## src/rtl/m_ram8.sv

```systemverilog
// 8-word x 16-bit register memory: a three-level dmux tree routes the write enable
// to one word, and an 8-way mux returns the addressed word combinationally.
module m_ram8 #(
  parameter int DATA_W = 16
) (
  input  logic              i_clk,
  input  logic              i_rst,
  input  logic [DATA_W-1:0] i_in,
  input  logic              i_load,
  input  logic [2:0]        i_address,
  output logic [DATA_W-1:0] o_out
);

  localparam int ADDR_W = 3;
  localparam int DEPTH  = 1 << ADDR_W;

  logic [1:0]       load_l1;
  logic [3:0]       load_l2;
  logic [DEPTH-1:0] load_l3;
  logic [DATA_W-1:0] word_reg [DEPTH];

  // First level splits on the address MSB; each later level halves the range again.
  assign load_l1[1] = i_load &  i_address[2];
  assign load_l1[0] = i_load & ~i_address[2];

  genvar gi;
  generate
    for (gi = 0; gi < 4; gi++) begin : g_dmux_l2
      if ((gi % 2) == 1) begin : g_hi
        assign load_l2[gi] = load_l1[gi / 2] &  i_address[1];
      end else begin : g_lo
        assign load_l2[gi] = load_l1[gi / 2] & ~i_address[1];
      end
    end

    for (gi = 0; gi < DEPTH; gi++) begin : g_dmux_l3
      if ((gi % 2) == 1) begin : g_hi
        assign load_l3[gi] = load_l2[gi / 2] &  i_address[0];
      end else begin : g_lo
        assign load_l3[gi] = load_l2[gi / 2] & ~i_address[0];
      end
    end
  endgenerate

  // Reset clears every word immediately and also blocks writes while held.
  always_ff @(posedge i_clk or posedge i_rst) begin
    if (i_rst) begin
      for (int i = 0; i < DEPTH; i++) begin
        word_reg[i] <= '0;
      end
    end else begin
      for (int i = 0; i < DEPTH; i++) begin
        if (load_l3[i]) begin
          word_reg[i] <= i_in;
        end
      end
    end
  end

  assign o_out = word_reg[i_address];

endmodule

```

## config.mk

```make
export PLATFORM = sky130hd
export DESIGN_NAME = m_ram8
export DESIGN_NICKNAME = d
export VERILOG_FILES = /design/src/rtl/m_ram8.sv
export SDC_FILE = /design/constraint.sdc
export NUM_CORES = 1
export LEC_CHECK = 0
export CAP_MARGIN = 30
export CORE_UTILIZATION = 53
export CTS_CLUSTER_SIZE = 28
export DETAILED_ROUTE_END_ITERATION = 8
export PLACE_DENSITY_LB_ADDON = 0.3
export SETUP_SLACK_MARGIN = 0.2
export SLEW_MARGIN = 20
export SYNTH_ARGS = -nofsm -noshare
export SYNTH_HDL_FRONTEND = slang
export SYNTH_SLANG_ARGS = --single-unit
```

## constraint.sdc

```tcl
create_clock -name i_clk -period 4.3 [get_ports i_clk]
set_input_delay 0.86 -clock i_clk [delete_from_list [all_inputs] [get_ports i_clk]]
set_output_delay 0.86 -clock i_clk [all_outputs]
set_load 0.01 [all_outputs]
```

==> Yosys cells after proc, flatten, opt, wreduce, memory -nomap -nowiden <==
Cells that the tools add are included.
{ "op_classes": {"bitwise": 18, "mux": 3, "magnitude_cmp": 1} }
{ "ops": {"columns": ["cell", "n"], "rows": [
  ["binary-select mux 16 bit (select 3 bit)", 1],
  ["two-way mux 16 bit", 2],
  ["bitwise AND 1 bit", 14],
  ["greater-or-equal comparator 4 bit (second input constant)", 1],
  ["inverter 3 -> 4 bit", 1],
  ["inverter 1 bit", 3]
]} }
{ "word_totals": {"elab_cells": 30, "ff_bits": 128, "output_inout_bits": 16} }

==> Depth between registers and ports, before layout <==
Gate-level depths: netlist of run 1.
{ "depth": {"ltp_word": 4, "depth_mapped": 5} }

==> Least setup slack after synthesis of run 1 <==
Ideal clock, no wire load.
{ "synth_path": {"kind": "input port to output port", "from": "in i_address[2]", "to": "out o_out[15]", "required_ns": 3.440, "arrival_ns": 1.975, "path_stages": 5, "slack_ns": 1.465, "path_buffers": 3, "cell_sequence": "buf_6 > buf_4 > buf_2 > mux4_2 > mux2_2"} }
{ "synth_between": {"elab_chain_cells": 4} }
{ "synth_lines": {"columns": ["item", "line_no", "source"], "rows": [
  ["start: declaration", "10", "input logic [2:0] i_address,"],
  ["inverter 3 -> 4 bit (not written as such)", "60", "assign o_out = word_reg[i_address];"],
  ["binary-select mux 16 bit (select 3 bit)", "60", null],
  ["two-way mux 16 bit (not written as such) (2 in series)", "60", null],
  ["end: declaration", "11", "output logic [DATA_W-1:0] o_out"]
]} }
Every way passes these cells. The select of a mux whose other input is x is not followed.

==> Worst setup path in the final report of run 1 <==
{ "layout_path": {"from": "in i_address[2]", "to": "out o_out[2]"} }
Same word-level chain as after synthesis.

==> results.toml, run 1 <==
[sta]
rsz0062_at_grt = "false"
slew_viol_final = 0
fin_crit_ns = 3.611
tightest_slew_ns = 0.6770
setup-tns-final_ns = 0
period_share = 0.8399
relSlewSlack = 0.5477
hold_viol = 0
finalClockSkew_ns = 0
max_clock_freq_mhz = 276.9
final-setup-viol-count = 0

[global_route]
grt_pass1_wl_um = 18740
grt_max_degree = 69
first_global_vias = 3459
gr-total-overflow = 0
antenna_found_initial = 0
grt_usage = 0.2231

[finish]
fillers = 782
antennaDiodeCount = 0
largest_reg_flops = 128
post_route_cells_drive_above_1_share = 0.5051
fin_nets = 403
area_growth_pct = 18.36
layout_commonest_cell = "mux2_2"
layout_common_cells = "mux2_2 (143), dfrtp_1 (128), clkdlybuf4s50_1 (35), mux4_1 (30), clkbuf_16 (17)"

[synthesis]
synth.distinct_cells = 15
netlist_top_cells_area = "dfrtp_1 (53%), mux2_2 (27%), mux4_1 (13%)"
muxShareOfSynthArea = 0.4085
avgSynthCellArea_um2 = 17.94
synth_compound_area_frac = 0
synth_top_family_by_area = "multiplexers"
yosysWarnings = 0
synthAdderAreaFrac = 0
yosysTopAreaCellShare = 0.5330
synth-xor-area-share = 0
netlist_instances = 335
syn-num-nets = 357
syn_area_um2 = 6010
synth-seq-area-share = 0.5330
synth.ff_latch_count = 128
synth-simple-area-share = 0.02561
yosysTopAreaCell = "dfrtp_1"

[power_and_ir_drop]
irDropWorstVdd_mv = 0.3783
p_per_area_nw_per_um2 = 530.7
p_leak_uw = 0.003073
p_total_uw = 3775

[setup_path]
crit_family = "buffers and inverters"
cp.required_ns = 3.44
critPathArrivalTime_ns = 2.75
path_class = "primary input to primary output"
slowest_delay_ns = 0.57
endpoint_kind = "primary output"
crit_chain = "buf_2, buf_12, mux4_1, mux2_2, clkdlybuf4s50_1"
crit_path_max_fanout = 19
slowest_stage = "mux4_1"
worst-path-buf-inv = 3
cp-start-kind = "primary input"

[placed_design]
dp_hpwl_um = 6833
gp_congestion = 0.6533
io_buffers = 37

[die]
core_um2 = 10940
num_io_pins = 38
row_count = 38
start_util = 0.5495
die_area_um2 = 11770
fp.dieH_um = 108.5
fp.dieW_um = 108.5

[clock_network]
ctsHoldBuffers = 0
clock_latency_ns = 0.41
h-tree-depth = 4
cts_sinks = 128
cts_tree = "yes"
clk_pin_slew_ns = 0.06
cts_max_path_buffers = 2
root_buffer = "clkbuf_16"
postCtsSetupBuffers = 0
numCtsBuffers = 17
cts_resized = 0

[run]
drv_cap = 0

[route]
wl_per_cell_um = 21.53
vias = 3160
ant_nets = 0
routed_wl_um = 11500
drc_errors = 0
viasPerCell = 5.918
drtIter0Drc = 104
drt_first_pass_iters = 4

[min_path]
hp-class = "flop to flop"

[status]
status = "complete, no violations"
layer usage:
| layer | vias to the layer above | share of wire | track usage |
|---|---|---|---|
| met5 | - | 0 | 0 |
| met4 | 0 | 0.017 | 0.09170 |
| met3 | 15 | 0.027 | 0.05606 |
| met2 | 45 | 0.52 | 0.3703 |
| met1 | 1695 | 0.44 | 0.2793 |
| li1 | 1405 | - | - |
path summary, 6_finish.rpt:
| path | startpoint | end | slack [ns] | depth (start not counted) |
|---|---|---|---|---|
| worst max-delay path | i_address[2] | o_out[2] | 0.69 | 5 |
| worst min register to register | word_reg[22]$_DFFE_PP0P_ | word_reg[22]$_DFFE_PP0P_ | 0.49 | 1 |
| min in group asynchronous | i_rst | word_reg[118]$_DFFE_PP0P_ | 0.89 | 2 |
| worst min-delay path | word_reg[22]$_DFFE_PP0P_ | word_reg[22]$_DFFE_PP0P_ | 0.49 | 1 |
| worst max register to register | word_reg[42]$_DFFE_PP0P_ | word_reg[42]$_DFFE_PP0P_ | 3.51 | 1 |
| max in group asynchronous | i_rst | word_reg[48]$_DFFE_PP0P_ | 2.58 | 3 |
power breakdown:
part	leakage (uW)	internal, uW	switching [uW]
registers	0.00154	1470	125
clock network	0.000309	1010	498
logic	0.00123	447	225
metrics by stage:
stage	setup slack, ns	area [um^2]	util	cells	hold WS [ns]
final	0.6886	7113	0.6505	534	0.4941
after floorplan	1.465	6013	-	335	0.4559
after global placement	0.7045	6482	0.5928	502	0.4695
after detailed placement	0.6793	6482	0.5928	502	0.4848
after CTS	0.6798	7113	0.6505	534	0.4977
after global routing	0.6202	7113	0.6505	534	0.5090
area by class of cell:
class / instances / area [um^2] / area share
sequential: 128 / 3203 / 0.4503
multi-input combinational: 184 / 2609 / 0.3668
timing repair buffer: 49 / 488.0 / 0.06860
clock buffer: 21 / 470.5 / 0.06614
tap: 140 / 175.2 / 0.02463
clock inverter: 11 / 160.2 / 0.02252
inverter: 1 / 7.507 / 0.001055
cell usage after synthesis:
| library cell | number |
|---|---|
| and4bb_2 | 3 |
| mux2_2 | 143 |
| buf_2 | 7 |
| buf_8 | 1 |
| buf_6 | 7 |
| buf_4 | 6 |
| nand4b_4 | 3 |
| mux4_1 | 30 |
| nand4_4 | 1 |
| nor4b_4 | 1 |
| buf_12 | 1 |
| dfrtp_1 | 128 |
| inv_1 | 1 |
| mux4_2 | 2 |
| mux2_1 | 1 |
logic make-up (layout without fill, tap and decap cells):
logic type / Yosys count / after routing
flops: 128 / 128
buf+inv: 23 / 82
simple gates: 8 / 8
mux: 176 / 176
Note: power is estimated with default switching activity, not from simulation.
==> run 2: changes to the inputs <==
==> constraint.sdc (replaced) <==
create_clock -name i_clk -period 3.2 [get_ports i_clk]
set_input_delay 0.64 -clock i_clk [delete_from_list [all_inputs] [get_ports i_clk]]
set_output_delay 0.64 -clock i_clk [all_outputs]
set_load 0.01 [all_outputs]
==> run 2 against run 1 <==
Flip-flop and latch count did not move. Wire length up 2.0%. Count of clock-buffer cells in the layout shrank 2. Clock skew did not move. Critical endpoint is now o_out[0]. Via count grew 2.5%. Largest cell class unchanged. Non-clock buffer count up 7. Clock power increased by 31%. Register-to-register slack lost 1.1 ns.
==> results.toml, run 2 (same netlist as run 1, synthesis figures left out) <==
[setup_path]
endpoint_kind = "primary output"
startpoint = "i_address[2]"
r2r_slack_ns = 2.40
crit_path_max_fanout = 10
slowest_delay_ns = 0.57
path_class = "primary input to primary output"
reg2reg_from = "word_reg[16]$_DFFE_PP0P_"
slowest_stage = "mux4_1"
cp.required_ns = 2.56
critPathArrivalTime_ns = 2.32
reg2reg_depth = 1
reg2reg_to = "word_reg[16]$_DFFE_PP0P_"
crit_chain = "clkbuf_4, buf_12, mux4_1, mux2_2, clkdlybuf4s50_1"
cp-start-kind = "primary input"

[clock_network]
cts_max_path_buffers = 2
h-tree-depth = 4
cts_sinks = 128
ctsHoldBuffers = 0
cts_tree = "yes"
root_buffer = "clkbuf_16"
clk_pin_slew_ns = 0.05
numCtsBuffers = 17
clock_latency_ns = 0.42

[status]
status = "complete, no violations"

[power_and_ir_drop]
p_leak_uw = 0.003150
p_per_area_nw_per_um2 = 695.8
irDropWorstVdd_mv = 0.5233

[die]
core_um2 = 10940
start_util = 0.5495
die_area_um2 = 11770
num_io_pins = 38
row_count = 38
fp.dieW_um = 108.5
fp.dieH_um = 108.5

[min_path]
hp-class = "flop to flop"
hp-start = "word_reg[99]$_DFFE_PP0P_"
worstHoldEndpoint = "word_reg[99]$_DFFE_PP0P_"
holdPathStages = 1

[finish]
post_route_cells_drive_above_1_share = 0.5162
layout_commonest_cell = "mux2_2"
layout_common_cells = "mux2_2 (143), dfrtp_1 (128), clkdlybuf4s50_1 (34), mux4_1 (30), clkbuf_16 (18)"
fin_nets = 410
fin_util = 0.6628
largest_reg_flops = 128
antennaDiodeCount = 0
area_growth_pct = 20.61

[sta]
hold_viol = 0
final-setup-viol-count = 0
fin_crit_ns = 2.960
period_share = 0.9250
max_clock_freq_mhz = 337.8
setup-tns-final_ns = 0
finalClockSkew_ns = 0
tightest_slew_ns = 0.7721
rsz0062_at_grt = "true"
slew_viol_final = 0
relSlewSlack = 0.4842

[route]
routed_wl_um = 11730
drt_first_pass_iters = 5
wl_per_cell_um = 21.69
drc_errors = 0
vias = 3240
drtIter0Drc = 138
ant_nets = 0
viasPerCell = 5.989

[global_route]
grt_pass1_wl_um = 18670
antenna_found_initial = 0
grt_max_degree = 49
first_global_vias = 3471
gr-total-overflow = 0
grt_usage = 0.2246

[placed_design]
dp_hpwl_um = 6637
gp_congestion = 0.6772
io_buffers = 37

[run]
drv_cap = 0
run 2: repair_timing:
item / 4_1_cts / 5_1_grt
setup buffers: 3 / 4
setup endpoints to repair: 2 / 14
cloned: 1 / 1
gates resized for setup: 0 / 3
run 2: report_power, final:
part           switching [uW]  internal (uW)
registers                 166           1980
clock network             711           1270
logic                     306            618
run 2: how the worst max path moves through the flow:
stage / to / slack [ns] / cells after the start
5_1_grt: o_out[2] / 0.19 / 5
3_5_place_dp: o_out[11] / 0.19 / 5
6_report: o_out[0] / 0.24 / 5
2_1_floorplan: o_out[15] / 0.80 / 5
3_3_place_gp: o_out[8] / 0.23 / 5
4_1_cts: o_out[14] / 0.21 / 5
run 2: stage by stage:
step | setup slack, ns | hold WS, ns | std cells | total power, uW | area, um^2
after floorplan | 0.8049 | 0.4559 | 335 | 2759 | 6013
after global placement | 0.2290 | 0.4698 | 500 | 3020 | 6518
after detailed placement | 0.1887 | 0.4848 | 500 | 3079 | 6518
after CTS | 0.2066 | 0.4978 | 536 | 5074 | 7186
after global routing | 0.1937 | 0.5104 | 541 | 5263 | 7248
final | 0.2401 | 0.4931 | 541 | 5043 | 7248
run 2: cell type report:
class | instances | area, um^2
fillers | 746 | 3687
repair buffers | 56 | 640.6
well taps | 140 | 175.2
flip-flops and latches | 128 | 3203
multi-input cells | 184 | 2609
clock buffers | 19 | 452.9
clock inverters | 13 | 160.2
inverters | 1 | 7.507
run 2: per-layer routing:
| layer | GRT usage | part of all wire | vias up | wire (um) |
|---|---|---|---|---|
| met5 | 0 | 0 | - | 0 |
| met4 | 0.08398 | 0.013 | 0 | 158 |
| met3 | 0.06088 | 0.030 | 14 | 348 |
| met2 | 0.3721 | 0.52 | 50 | 6106 |
| met1 | 0.2825 | 0.44 | 1746 | 5118 |
| li1 | - | - | 1430 | - |
run 2: worst max-delay path, delay by kind of cell:
kind	cells	cell delay, ns
muxes	2	0.87
buffers and inverters	3	0.81
